===== src/rtl/ddu_ctrl_if.sv =====
// ddu_ctrl_if: debug-side bundle between the DDU controller and the CPU.
// master = DDU controller, slave = CPU / memory read ports.
interface ddu_ctrl_if;
  logic        run;
  logic        cont;
  logic [7:0]  ddu_addr;
  logic [31:0] reg_data;
  logic [31:0] mem_data;
  logic [31:0] disp_data;
  logic [15:0] step_count;

  modport master (
    output run,
    output cont,
    output ddu_addr,
    output disp_data,
    output step_count,
    input  reg_data,
    input  mem_data
  );

  modport slave (
    input  run,
    input  cont,
    input  ddu_addr,
    input  disp_data,
    input  step_count,
    output reg_data,
    output mem_data
  );
endinterface


===== src/rtl/ddu_ctrl.sv =====
// ddu_ctrl: board switches/buttons to CPU run/step/browse controls.
// Synchronizes, debounces, edge-detects and drives the display word.
module ddu_ctrl #(
  parameter int DEBOUNCE_CYCLES = 1000000
) (
  input  logic clk,
  input  logic rst,
  input  logic run_sw,
  input  logic step_btn,
  input  logic inc_btn,
  input  logic dec_btn,
  input  logic mem_sel,
  ddu_ctrl_if.master bus
);

  localparam int CW = $clog2(DEBOUNCE_CYCLES);
  localparam logic [CW-1:0] CMAX =
    CW'(DEBOUNCE_CYCLES - 1);

  typedef enum logic {
    REG = 1'b0,
    MEM = 1'b1
  } state_t;

  // bit order: 0 run, 1 step, 2 inc, 3 dec, 4 mem_sel
  logic [4:0] raw;
  logic [4:0] s1;
  logic [4:0] s2;

  assign raw = {mem_sel, dec_btn, inc_btn,
                step_btn, run_sw};

  always_ff @(posedge clk) begin
    if (rst) begin
      s1 <= '0;
      s2 <= '0;
    end else begin
      s1 <= raw;
      s2 <= s1;
    end
  end

  logic [2:0] btn;
  logic [2:0] st;
  logic [2:0] st_q;
  logic [2:0] pls;

  assign btn = s2[3:1];

  for (genvar i = 0; i < 3; i++) begin : g_db
    logic          lvl;
    logic [CW-1:0] cnt;

    always_ff @(posedge clk) begin
      if (rst) begin
        lvl <= 1'b0;
        cnt <= '0;
      end else if (btn[i] == lvl) begin
        cnt <= '0;
      end else if (cnt == CMAX) begin
        lvl <= btn[i];
        cnt <= '0;
      end else begin
        cnt <= cnt + 1'b1;
      end
    end

    assign st[i] = lvl;
  end

  always_ff @(posedge clk) begin
    if (rst) begin
      st_q <= '0;
      pls  <= '0;
    end else begin
      st_q <= st;
      pls  <= st & ~st_q;
    end
  end

  logic p_step;
  logic p_inc;
  logic p_dec;
  logic run_s;
  logic mem_s;
  logic cont_w;

  assign p_step = pls[0];
  assign p_inc  = pls[1];
  assign p_dec  = pls[2];
  assign run_s  = s2[0];
  assign mem_s  = s2[4];

  // a step press while running is dropped, not queued
  assign cont_w = p_step & ~run_s;

  logic [15:0] cnt_q;

  always_ff @(posedge clk) begin
    if (rst) begin
      cnt_q <= '0;
    end else if (cont_w) begin
      cnt_q <= cnt_q + 16'd1;
    end
  end

  state_t     state_q;
  state_t     state_d;
  logic [7:0] addr_q;
  logic [7:0] addr_d;
  logic [4:0] reg_inc;
  logic [4:0] reg_dec;

  assign reg_inc = addr_q[4:0] + 5'd1;
  assign reg_dec = addr_q[4:0] - 5'd1;

  always_comb begin
    state_d = mem_s ? MEM : REG;
    addr_d  = addr_q;
    if (state_d != state_q) begin
      addr_d = '0;
    end else if (p_inc ^ p_dec) begin
      unique case (state_q)
        REG: addr_d = {3'b000,
                       p_inc ? reg_inc : reg_dec};
        MEM: addr_d = p_inc ? addr_q + 8'd1
                            : addr_q - 8'd1;
        default: addr_d = addr_q;
      endcase
    end
  end

  always_ff @(posedge clk) begin
    if (rst) begin
      state_q <= REG;
      addr_q  <= '0;
    end else begin
      state_q <= state_d;
      addr_q  <= addr_d;
    end
  end

  logic [31:0] disp_q;

  always_ff @(posedge clk) begin
    if (rst) begin
      disp_q <= '0;
    end else begin
      disp_q <= (state_q == MEM) ? bus.mem_data
                                 : bus.reg_data;
    end
  end

  assign bus.run        = run_s;
  assign bus.cont       = cont_w;
  assign bus.ddu_addr   = addr_q;
  assign bus.disp_data  = disp_q;
  assign bus.step_count = cnt_q;

endmodule


===== src/flat_wrapper.sv =====
// flat-port wrapper written by rule: the top's interface ports become plain ports
module ddu_ctrl_flat 
#(
  parameter int DEBOUNCE_CYCLES = 1000000
)
  (clk, rst, run_sw, step_btn, inc_btn, dec_btn, mem_sel, bus_run, bus_cont, bus_ddu_addr, bus_disp_data, bus_step_count, bus_reg_data, bus_mem_data);
  ddu_ctrl_if bus_i ();
  input  logic clk;
  input  logic rst;
  input  logic run_sw;
  input  logic step_btn;
  input  logic inc_btn;
  input  logic dec_btn;
  input  logic mem_sel;
  output wire logic [$bits(bus_i.run)-1:0] bus_run;
  output wire logic [$bits(bus_i.cont)-1:0] bus_cont;
  output wire logic [$bits(bus_i.ddu_addr)-1:0] bus_ddu_addr;
  output wire logic [$bits(bus_i.disp_data)-1:0] bus_disp_data;
  output wire logic [$bits(bus_i.step_count)-1:0] bus_step_count;
  input wire logic [$bits(bus_i.reg_data)-1:0] bus_reg_data;
  input wire logic [$bits(bus_i.mem_data)-1:0] bus_mem_data;
  assign bus_run = bus_i.run;
  assign bus_cont = bus_i.cont;
  assign bus_ddu_addr = bus_i.ddu_addr;
  assign bus_disp_data = bus_i.disp_data;
  assign bus_step_count = bus_i.step_count;
  assign bus_i.reg_data = bus_reg_data;
  assign bus_i.mem_data = bus_mem_data;
  ddu_ctrl #(.DEBOUNCE_CYCLES(DEBOUNCE_CYCLES)) u_core (.clk(clk), .rst(rst), .run_sw(run_sw), .step_btn(step_btn), .inc_btn(inc_btn), .dec_btn(dec_btn), .mem_sel(mem_sel), .bus(bus_i));
endmodule

===== config.mk =====
export PLATFORM = sky130hd
export DESIGN_NAME = ddu_ctrl_flat
export DESIGN_NICKNAME = d
export VERILOG_FILES = /design/src/rtl/ddu_ctrl_if.sv /design/src/rtl/ddu_ctrl.sv /design/src/flat_wrapper.sv
export SDC_FILE = /design/constraint.sdc
export NUM_CORES = 1
export LEC_CHECK = 0
export CORE_AREA = 3 3 110 112
export DETAILED_ROUTE_END_ITERATION = 12
export DIE_AREA = 0 0 113 115
export HOLD_SLACK_MARGIN = 0.08
export PLACE_DENSITY = 0.78
export SLEW_MARGIN = 10
export SYNTH_ARGS = -nofsm -noshare
export SYNTH_HDL_FRONTEND = slang
export SYNTH_SLANG_ARGS = --single-unit

===== constraint.sdc =====
create_clock -name clk -period 2.5 [get_ports clk]
set_input_delay 0.375 -clock clk [delete_from_list [all_inputs] [get_ports clk]]
set_output_delay 0.375 -clock clk [all_outputs]
set_load 0.02 [all_outputs]

## After elaboration in Yosys (flattened, before gate mapping)

Cells that the tools add are included.

| storage, ports and cells | value |
|---|---|
| output and inout port bits | 58 |
| bits in registers | 136 |

| operators by class | value |
|---|---|
| $add $sub $neg | 8 |
| muxes and demuxes | 5 |
| reductions and logical operators | 7 |
| eq/ne operators | 7 |
| bitwise gates (word level) | 9 |

Operators by type and width:

| kind | number |
|---|---|
| adder 20 x 1 -> 20 bit (second input constant) | 3 |
| == test 20 bit (second input constant) | 3 |
| 2-to-1 mux 32 bit | 1 |
| adder 16 x 1 -> 16 bit (second input constant) | 1 |
| case mux 8 bit (2 select lines) | 1 |
| OR reduction 3 bit | 3 |
| adder 8 x 1 -> 8 bit (second input constant) | 1 |
| 2-to-1 mux 8 bit | 1 |
| subtractor 8 x 1 -> 8 bit (second input constant) | 1 |
| AND reduction 2 bit | 3 |
| adder 5 x 1 -> 5 bit (second input constant) | 1 |
| 2-to-1 mux 5 bit | 1 |
| NOT 1 bit | 5 |
| subtractor 5 x 1 -> 5 bit (second input constant) | 1 |
| bitwise AND 3 bit | 1 |
| == test 1 bit | 3 |
| NOT 3 bit | 1 |
| OR reduction 2 bit | 1 |
| bitwise AND 1 bit | 1 |
| 2-to-1 mux 1 bit | 1 |
| inequality test 1 bit | 1 |
| bitwise XOR 1 bit | 1 |

## Logic depth before layout (Yosys ltp)

Gate-level depths: netlist of the first run.

| logic depth | value |
|---|---|
| depth in word-level cells | 3 |
| gate-level depth with buffers | 8 |
| depth with buffers taken out | 8 |

## Least setup slack after synthesis of the first run

Ideal clock, no wire load.

| timing path | value |
|---|---|
| path kind | reg-to-reg |
| from | register u_core.pls[1] |
| to | register u_core.addr_q[7] (netlist: u_core.bus.ddu_addr[7]) |
| setup slack | 0.398 ns |
| required time | 2.426 ns |
| stages on the path, launching flop included | 9 |
| arrival | 2.027 ns |
| path through | dfxtp_1 inv_1 ha_1 a21o_1 a21o_1 a221oi_1 mux2i_1 nand3b_1 a31oi_1 |

| between the ends | value |
|---|---|
| longest elaborated chain between the ends | 2 |

Ends and longest elaborated chain:

| item | line | RTL |
|---|---|---|
| from (decl) | ddu_ctrl.sv:46 | `logic [2:0] pls;` |
| from (signal assigned) | ddu_ctrl.sv:77 | `pls <= st & ~st_q;` |
| 2-to-1 mux 8 bit | ddu_ctrl.sv:126 | `MEM: addr_d = p_inc ? addr_q + 8'd1` |
| case mux 8 bit (2 select lines) | ddu_ctrl.sv:123 | `unique case (state_q)` |
| to (signal assigned) | ddu_ctrl.sv:139 | `addr_q <= addr_d;` |
| to (decl) | ddu_ctrl.sv:109 | `logic [7:0] addr_q;` |

Parallel ways exist; a longest one is shown, timed or not.
A chain may end at the register's enable or synchronous reset.

## Final worst setup path of the first run

Ends and elaborated chain as after synthesis.

==> results of run 1 <==
routing by layer:
metal  vias to the layer above  part of all wire, %
li1                       2245                    -
met1                      2073                   43
met2                        79                   52
met3                        18                  3.0
met4                         0                  1.9
met5                         -                    0
placed cells by master, fill, tap and decap left out, drive strengths merged, types with 2 or more instances in the layout:
| master | instances |
|---|---|
| a31oi | 2 |
| nand2b | 4 |
| xnor2 | 20 |
| mux2i | 37 |
| bufinv | 2 |
| inv | 7 |
| a21o | 4 |
| nor2b | 20 |
| nand2 | 33 |
| nor4b | 6 |
| and4 | 5 |
| or3 | 4 |
| clkinvlp | 3 |
| clkdlybuf4s50 | 127 |
| clkinv | 8 |
| a211oi | 3 |
| a21oi | 7 |
| ha | 10 |
| nor2 | 124 |
| nor4 | 2 |
| and2 | 2 |
| xor2 | 54 |
| nor3 | 5 |
| buf | 5 |
| or2 | 5 |
| nand3 | 35 |
| and3 | 13 |
| o22ai | 2 |
| dfxtp | 136 |
| nand4 | 14 |
| o21ai | 6 |
| clkbuf | 19 |
cell families (layout without fill, tap and decap cells):
logic type,count (synthesis),after routing,share of synthesized area [%]
buffers and inverters,27,171,2.518
multiplexers,37,37,6.653
adder cells (fa/ha/maj),11,11,2.607
AO/OA/AOI/OAI,26,26,2.855
flip-flops,136,136,48.91
AND/OR/NAND/NOR,278,278,24.81
XOR/XNOR,74,74,11.64
flip-flops by register name, summed over array words and instances (netlist names):
register               count
u_core.g_db.cnt           60
u_core.bus.disp_data      32
u_core.bus.step_count     16
u_core.bus.ddu_addr        8
u_core.s1                  5
u_core.s2                  5
u_core.g_db.lvl            3
u_core.pls                 3
u_core.st_q                3
u_core.state_q             1
per-stage QoR:
| stage | cells | utilization, % | hold WS [ns] |
|---|---|---|---|
| finish | 876 | 66.41 | 0.2933 |
| detailed placement | 844 | 61.30 | 0.3739 |
| CTS | 876 | 66.36 | 0.2709 |
| floorplan | 589 | - | 0.3674 |
| global route | 876 | 66.41 | 0.2917 |
| global placement | 844 | 61.30 | 0.3728 |
layout make-up:
class	count	area share, %
Clock buffer	19	5.891
Clock inverter	13	1.731
Inverter	7	0.3495
Multi-Input combinational cell	426	36.05
Sequential cell	136	36.23
Tap cell	143	2.380
Timing Repair Buffer	132	17.37
worst paths after layout:
kind,start,end,slack (ns),cells after the start
max reg2reg,u_core.pls[1],u_core.bus.ddu_addr[7],0.19,8
min reg2reg,u_core.st_q[2],u_core.pls[2],0.38,1
max,u_core.pls[1],u_core.bus.ddu_addr[7],0.19,8
min,rst,u_core.state_q,0.29,2
cells in the mapped netlist, drive strengths merged, types with 2 or more instances:
cell	number
mux2i	37
ha	10
nor3	5
nand3	35
inv	7
dfxtp	136
clkbuf	7
or3	4
xor2	54
a31oi	2
and3	13
nor4b	6
and4	5
nor2	124
nor2b	20
a21oi	7
a211oi	3
a21o	4
o21ai	6
buf	13
o22ai	2
nand2	33
and2	2
or2	5
nand2b	4
nor4	2
nand4	14
xnor2	20
where the power goes:
part	internal, µW	total (µW)	switching, µW
Sequential	2210	2220	13.3
Combinational	178	304	126
Clock	1480	2390	911
worst max-delay path, stage by stage, from the launching register on:
cell      delay [ns]
dfxtp_1         0.41
inv_1           0.18
ha_1            0.39
a21o_1          0.21
a21o_1          0.18
a221oi_2        0.36
mux2i_1         0.24
nand3b_1        0.10
a31oi_1         0.18
timing repair:
item                       in CTS  in global routing
setup buffers                   0                  0
resized for setup               0                  1
setup endpoints to repair       0                  1
==> results.py, run 1 <==
metrics = {
    "run_status": {
        "status": "finished clean",
    },
    "hold_path": {
        "hold_path_class": "input pin to flip-flop",
    },
    "floorplan": {
        "die-width_um": 113,
        "ios": 129,
        "initial_utilization_pct": 49.17,
        "design.die.area_um2": 13000,
        "die_extent_in_y_um": 115,
        "core_um2": 11320,
        "fp-row-count": 39,
    },
    "clocking": {
        "clock_tree.htree_level_count": 4,
        "cts.path.max_buffers": 2,
        "clock_latency_ns": 0.41,
        "clock_tree.root_cell": "clkbuf_16",
        "tritoncts_num_sinks": 136,
        "cts_tree": "built",
        "clkSlewWorstSetupHoldPaths_ns": 0.06,
        "cts_made_buffers": 17,
        "cts_hold_repair.buffers": 0,
    },
    "synthesis": {
        "synth_edf_count": 0,
        "synth_fp_nets": 671,
        "post_synth_inst_count": 589,
        "synth.largest_area_cell": "dfxtp_1",
        "synthDistinctLibCells": 49,
        "mappedNetlistArea_um2": 5567,
        "ys_top_cells_by_area": "dfxtp_1 49%, xor2_1 8.5%, nor2_1 8.4%",
        "synth_async_sr_flop_share_pct": 0,
        "synth.yosys.seq_area_share_pct": 48.91,
        "synthDominantCellAreaShare_pct": 48.91,
        "synth.ff_latch_count": 136,
        "yosys_warnings": 0,
        "postSynthAreaPerCell_um2": 9.451,
        "ys.flop_type": "dfxtp_1",
    },
    "sta": {
        "slew_headroom_pct": 59.21,
        "fmax_ghz": 0.4321,
        "period_share_pct": 92.57,
        "final-setup-viol-count": 0,
        "finalHoldViolations": 0,
        "rsz0062_at_grt": "no",
        "final_max_slew_viol_count": 0,
        "setup_clock_skew_after_layout_ns": 0.007952,
        "timing.final.ws_setup_ns": 0.1856,
        "tns_ns": 0,
        "min_period_ns": 2.314,
        "max_slew.worst_pin.slew_ns": 0.6119,
    },
    "global_route": {
        "grt_util_met1_pct": 23.05,
        "grt_overflow_total": 0,
        "pin_count_of_the_biggest_net_entering_global_routing": 50,
        "grt.total_usage_pct": 19.11,
        "grt_pass1_wl_um": 20130,
        "global_route.peak_usage_layer": "met2",
        "global_route.usage.met3_pct": 4.632,
        "number_of_global_route_vias_before_repair": 4283,
        "grt_antenna_before_repair": 0,
        "grt.met2_usage_pct": 32.66,
    },
    "placed_design": {
        "place_worst_setup_slack_ns": 0.08579,
        "gp_congestion": 0.7625,
        "place_hpwl_um": 8820,
        "port_buffers": 128,
        "placed_area_um2": 6939,
    },
    "worst_setup_path": {
        "cp.required_ns": 2.83,
        "timing.critical_path.arrival_ns": 2.64,
        "critPathMaxFanout": 7,
        "critical_path_capture_point_type": "flip-flop",
        "worstSetupStartpointType": "flip-flop",
        "worstSetupPathType": "flip-flop to flip-flop",
    },
    "cells_and_area": {
        "drive_gt1_share_pct": 6.958,
        "finish.net_count": 802,
        "antenna-diode-count": 0,
        "post_route_cell_area_um2": 7518,
        "layout.filler_cells": 881,
        "multi_input_gate_area_in_the_final_layout_um2": 2710,
        "regArea_um2": 2724,
        "syn2layout_area_growth_pct": 35.06,
    },
    "route": {
        "drc": 0,
        "routed_wirelength_um": 12260,
        "first_iter_violations": 162,
        "route.vias.total": 4415,
        "drt_pass1_iterations": 6,
        "drt-vias-per-instance": 5.040,
        "ant_nets": 0,
        "post_drt_wl_per_cell_um": 14.00,
    },
    "flow_run": {
        "drv.max_cap_violation_count": 0,
    },
    "pwr": {
        "pwr_density_cell_nw_per_um2": 654.4,
        "max-vdd-ir-drop_mv": 0.5137,
        "overall_power_of_the_completed_layout_uw": 4920,
        "p_leak_uw": 0.002737,
    },
}
No activity file was read; power rests on OpenSTA's default activity.
==> run 2, diff against run 1 <==
- ABC_AREA: default -> 0
==> results of run 2 <==
The final DEF is identical to that of run 1; final timing and power are the same.
==> run 3, diff against run 2 <==
- ABC_AREA: 0 -> 1
- CAP_MARGIN: default -> 0
- CORE_AREA: 3 3 110 112 -> 3 3 114 116
- DIE_AREA: 0 0 113 115 -> 0 0 117 119
==> results.py, run 3 <==
metrics = {
    "clocking": {
        "cts.path.max_buffers": 2,
        "clock_tree.root_cell": "clkbuf_16",
        "cts_tree": "built",
        "post_cts.resized_instances": 0,
        "clkSlewWorstSetupHoldPaths_ns": 0.05,
        "cts_hold_repair.buffers": 0,
        "tritoncts_num_sinks": 136,
        "cts_made_buffers": 17,
        "clock_tree.htree_level_count": 4,
        "post-cts-setup-buffer-count": 0,
        "clock_latency_ns": 0.42,
    },
    "synthesis": {
        "postSynthAreaPerCell_um2": 7.170,
        "synth_fp_nets": 935,
        "synth_mux_area_share_pct": 0,
        "synth_async_sr_flop_share_pct": 0,
        "synth.ff_latch_count": 136,
        "post_synth_inst_count": 853,
        "synthDistinctLibCells": 36,
        "synthDominantCellAreaShare_pct": 44.52,
        "synth_xor_xnor_area_share_pct": 3.580,
        "synth.largest_area_cell": "dfxtp_1",
        "cell_with_the_most_instances_after_synthesis": "nor2_1",
        "synth-compound-area-share_pct": 7.631,
        "mappedNetlistArea_um2": 6116,
        "yosys_warnings": 0,
        "synth_top_family_by_area": "simple AND/OR/NAND/NOR gates",
        "yosys.area_share.adder_pct": 2.373,
        "synth.yosys.seq_area_share_pct": 44.52,
        "ys_top_cells_by_count": "203 x nor2_1, 142 x nand2_1, 136 x dfxtp_1, 99 x inv_1, 54 x o21ai_0",
        "synth-simple-area-share_pct": 33.76,
        "ys_top_cells_by_area": "dfxtp_1 45%, nor2_1 12%, nand2_1 8.7%",
        "synth_edf_count": 0,
        "ys.flop_type": "dfxtp_1",
    },
    "pwr": {
        "overall_power_of_the_completed_layout_uw": 5044,
        "p_leak_uw": 0.003106,
        "combinationalPowerShare_pct": 6.0,
        "power_frac_clock_pct": 49.9,
        "power_switching_share_pct": 20.64,
        "power.internal_uw": 4003,
        "power_switching_uw": 1041,
        "pwr_density_cell_nw_per_um2": 623.3,
        "seq_power_share_pct": 44.1,
        "max-vdd-ir-drop_mv": 0.4525,
    },
    "sta": {
        "max_slew.worst_pin.slew_ns": 0.6265,
        "fin_hold_ws_ns": 0.3904,
        "final_max_slew_viol_count": 0,
        "period_share_pct": 80.62,
        "tns_ns": 0,
        "finalHoldViolations": 0,
        "fmax_ghz": 0.4962,
        "min_period_ns": 2.016,
        "slew_headroom_pct": 58.17,
        "rsz0062_at_grt": "no",
        "setup_clock_skew_after_layout_ns": 0.006510,
        "final-setup-viol-count": 0,
    },
    "global_route": {
        "grt_overflow_total": 0,
        "number_of_global_route_vias_before_repair": 4991,
        "grt_antenna_before_repair": 0,
        "grt_pass1_wl_um": 23730,
        "pin_count_of_the_biggest_net_entering_global_routing": 46,
        "grt.total_usage_pct": 21.24,
    },
    "worst_setup_path": {
        "crit-reg2reg-capture": "u_core.g_db[2].cnt[19]",
        "critPathMaxFanout": 5,
        "worst_setup_path_startpoint": "u_core.s2[0]",
        "timing.critical_path.arrival_ns": 1.64,
        "critical_path_capture_point_type": "output port",
        "r2r_setup_slack_ns": 0.68,
        "crit-reg2reg-launch": "u_core.g_db[2].cnt[0]",
        "worstSetupStartpointType": "flip-flop",
        "register_to_register_path_depth": 8,
        "cp_endpoint": "bus_cont",
        "cp.required_ns": 2.12,
        "worstSetupPathType": "flip-flop to output port",
    },
    "route": {
        "drt-vias-per-instance": 4.891,
        "drt_pass1_iterations": 4,
        "drc": 0,
        "routed_wirelength_um": 14500,
        "route.vias.total": 5600,
        "ant_nets": 0,
        "first_iter_violations": 457,
        "post_drt_wl_per_cell_um": 12.66,
    },
    "placed_design": {
        "place_hpwl_um": 10340,
        "port_buffers": 128,
        "gp_congestion": 0.8435,
    },
    "flow_run": {
        "drv.max_cap_violation_count": 0,
    },
    "run_status": {
        "status": "finished clean",
    },
    "floorplan": {
        "die-width_um": 117,
        "die_extent_in_y_um": 119,
        "ios": 129,
        "initial_utilization_pct": 50.92,
        "design.die.area_um2": 13920,
        "core_um2": 12010,
        "fp-row-count": 40,
    },
    "cells_and_area": {
        "layout_commonest_cell": "nor2_1",
        "drive_gt1_share_pct": 6.313,
        "top_register": "u_core.g_db.cnt",
        "finish.net_count": 1067,
        "largest_reg_flops": 60,
        "layout.cells.most_common_list": "203 x nor2_1, 142 x nand2_1, 136 x dfxtp_1, 128 x clkdlybuf4s50_1, 99 x inv_1",
        "layout.filler_cells": 1020,
        "antenna-diode-count": 0,
        "syn2layout_area_growth_pct": 32.32,
    },
    "hold_path": {
        "hold_path_class": "flip-flop to flip-flop",
    },
}
[run 3: cell count changes after synthesis, moves of 36 or more]
cell / change
nand2_1: +111
inv_1: +92
nor2_1: +79
o21ai_0: +48
mux2i_1: -37
xor2_1: -36
[run 3: final cells by class]
cell class / count / area, µm² / area share (%)
clock inverters: 7 / 117.6 / 1.453
well taps: 147 / 183.9 / 2.273
repair buffers: 132 / 1311 / 16.20
multi-input cells: 595 / 2895 / 35.78
inverters: 103 / 386.6 / 4.777
flip-flops and latches: 136 / 2723 / 33.64
clock buffers: 25 / 475.5 / 5.875
[run 3: logic make-up after synthesis]
family,Yosys count
fa+ha+maj,11
buf+inv,122
xor+xnor,25
flops,136
simple gates,467
compound gates,92
[run 3: worst min-delay path by stage]
stage,startpoint,to,depth (start not counted)
2_1_floorplan,u_core.st_q[2],u_core.pls[2],1
3_3_place_gp,u_core.st_q[2],u_core.pls[2],1
3_5_place_dp,u_core.st_q[2],u_core.pls[2],1
4_1_cts,u_core.st_q[2],u_core.pls[2],1
5_1_grt,u_core.st_q[1],u_core.pls[1],1
6_report,u_core.st_q[1],u_core.pls[1],1
[run 3: routing by layer]
metal	GRT usage [%]	share of wire [%]
met3	5.132	5.0
met5	0	0
met2	34.64	48
met1	27.11	45
met4	7.670	1.9
[run 3: critical path, stage by stage, from the launching register on]
cell and delay (ns):
dfxtp_1 0.37, nor2_4 0.19, clkdlybuf4s50_1 0.66
[run 3: through the flow]
stage | setup WS (ns) | instance area (µm²) | utilization [%] | std cells
finish | 0.4845 | 8093 | 67.38 | 1145
global route | 0.3816 | 8093 | 67.38 | 1145
CTS | 0.4622 | 8093 | 67.38 | 1145
detailed placement | 0.6176 | 7500 | 62.44 | 1113
global placement | 0.6368 | 7500 | 62.44 | 1113
floorplan | 0.9318 | 6116 | - | 853
[run 3: power groups by stage]
stage / Clock, µW / Combinational [µW] / Sequential [µW]
floorplan: 0 / 69.4 / 2310
global placement: 0 / 301 / 2270
detailed placement: 0 / 303 / 2270
CTS: 2560 / 306 / 2220
global route: 2660 / 327 / 2230
finish: 2520 / 304 / 2220
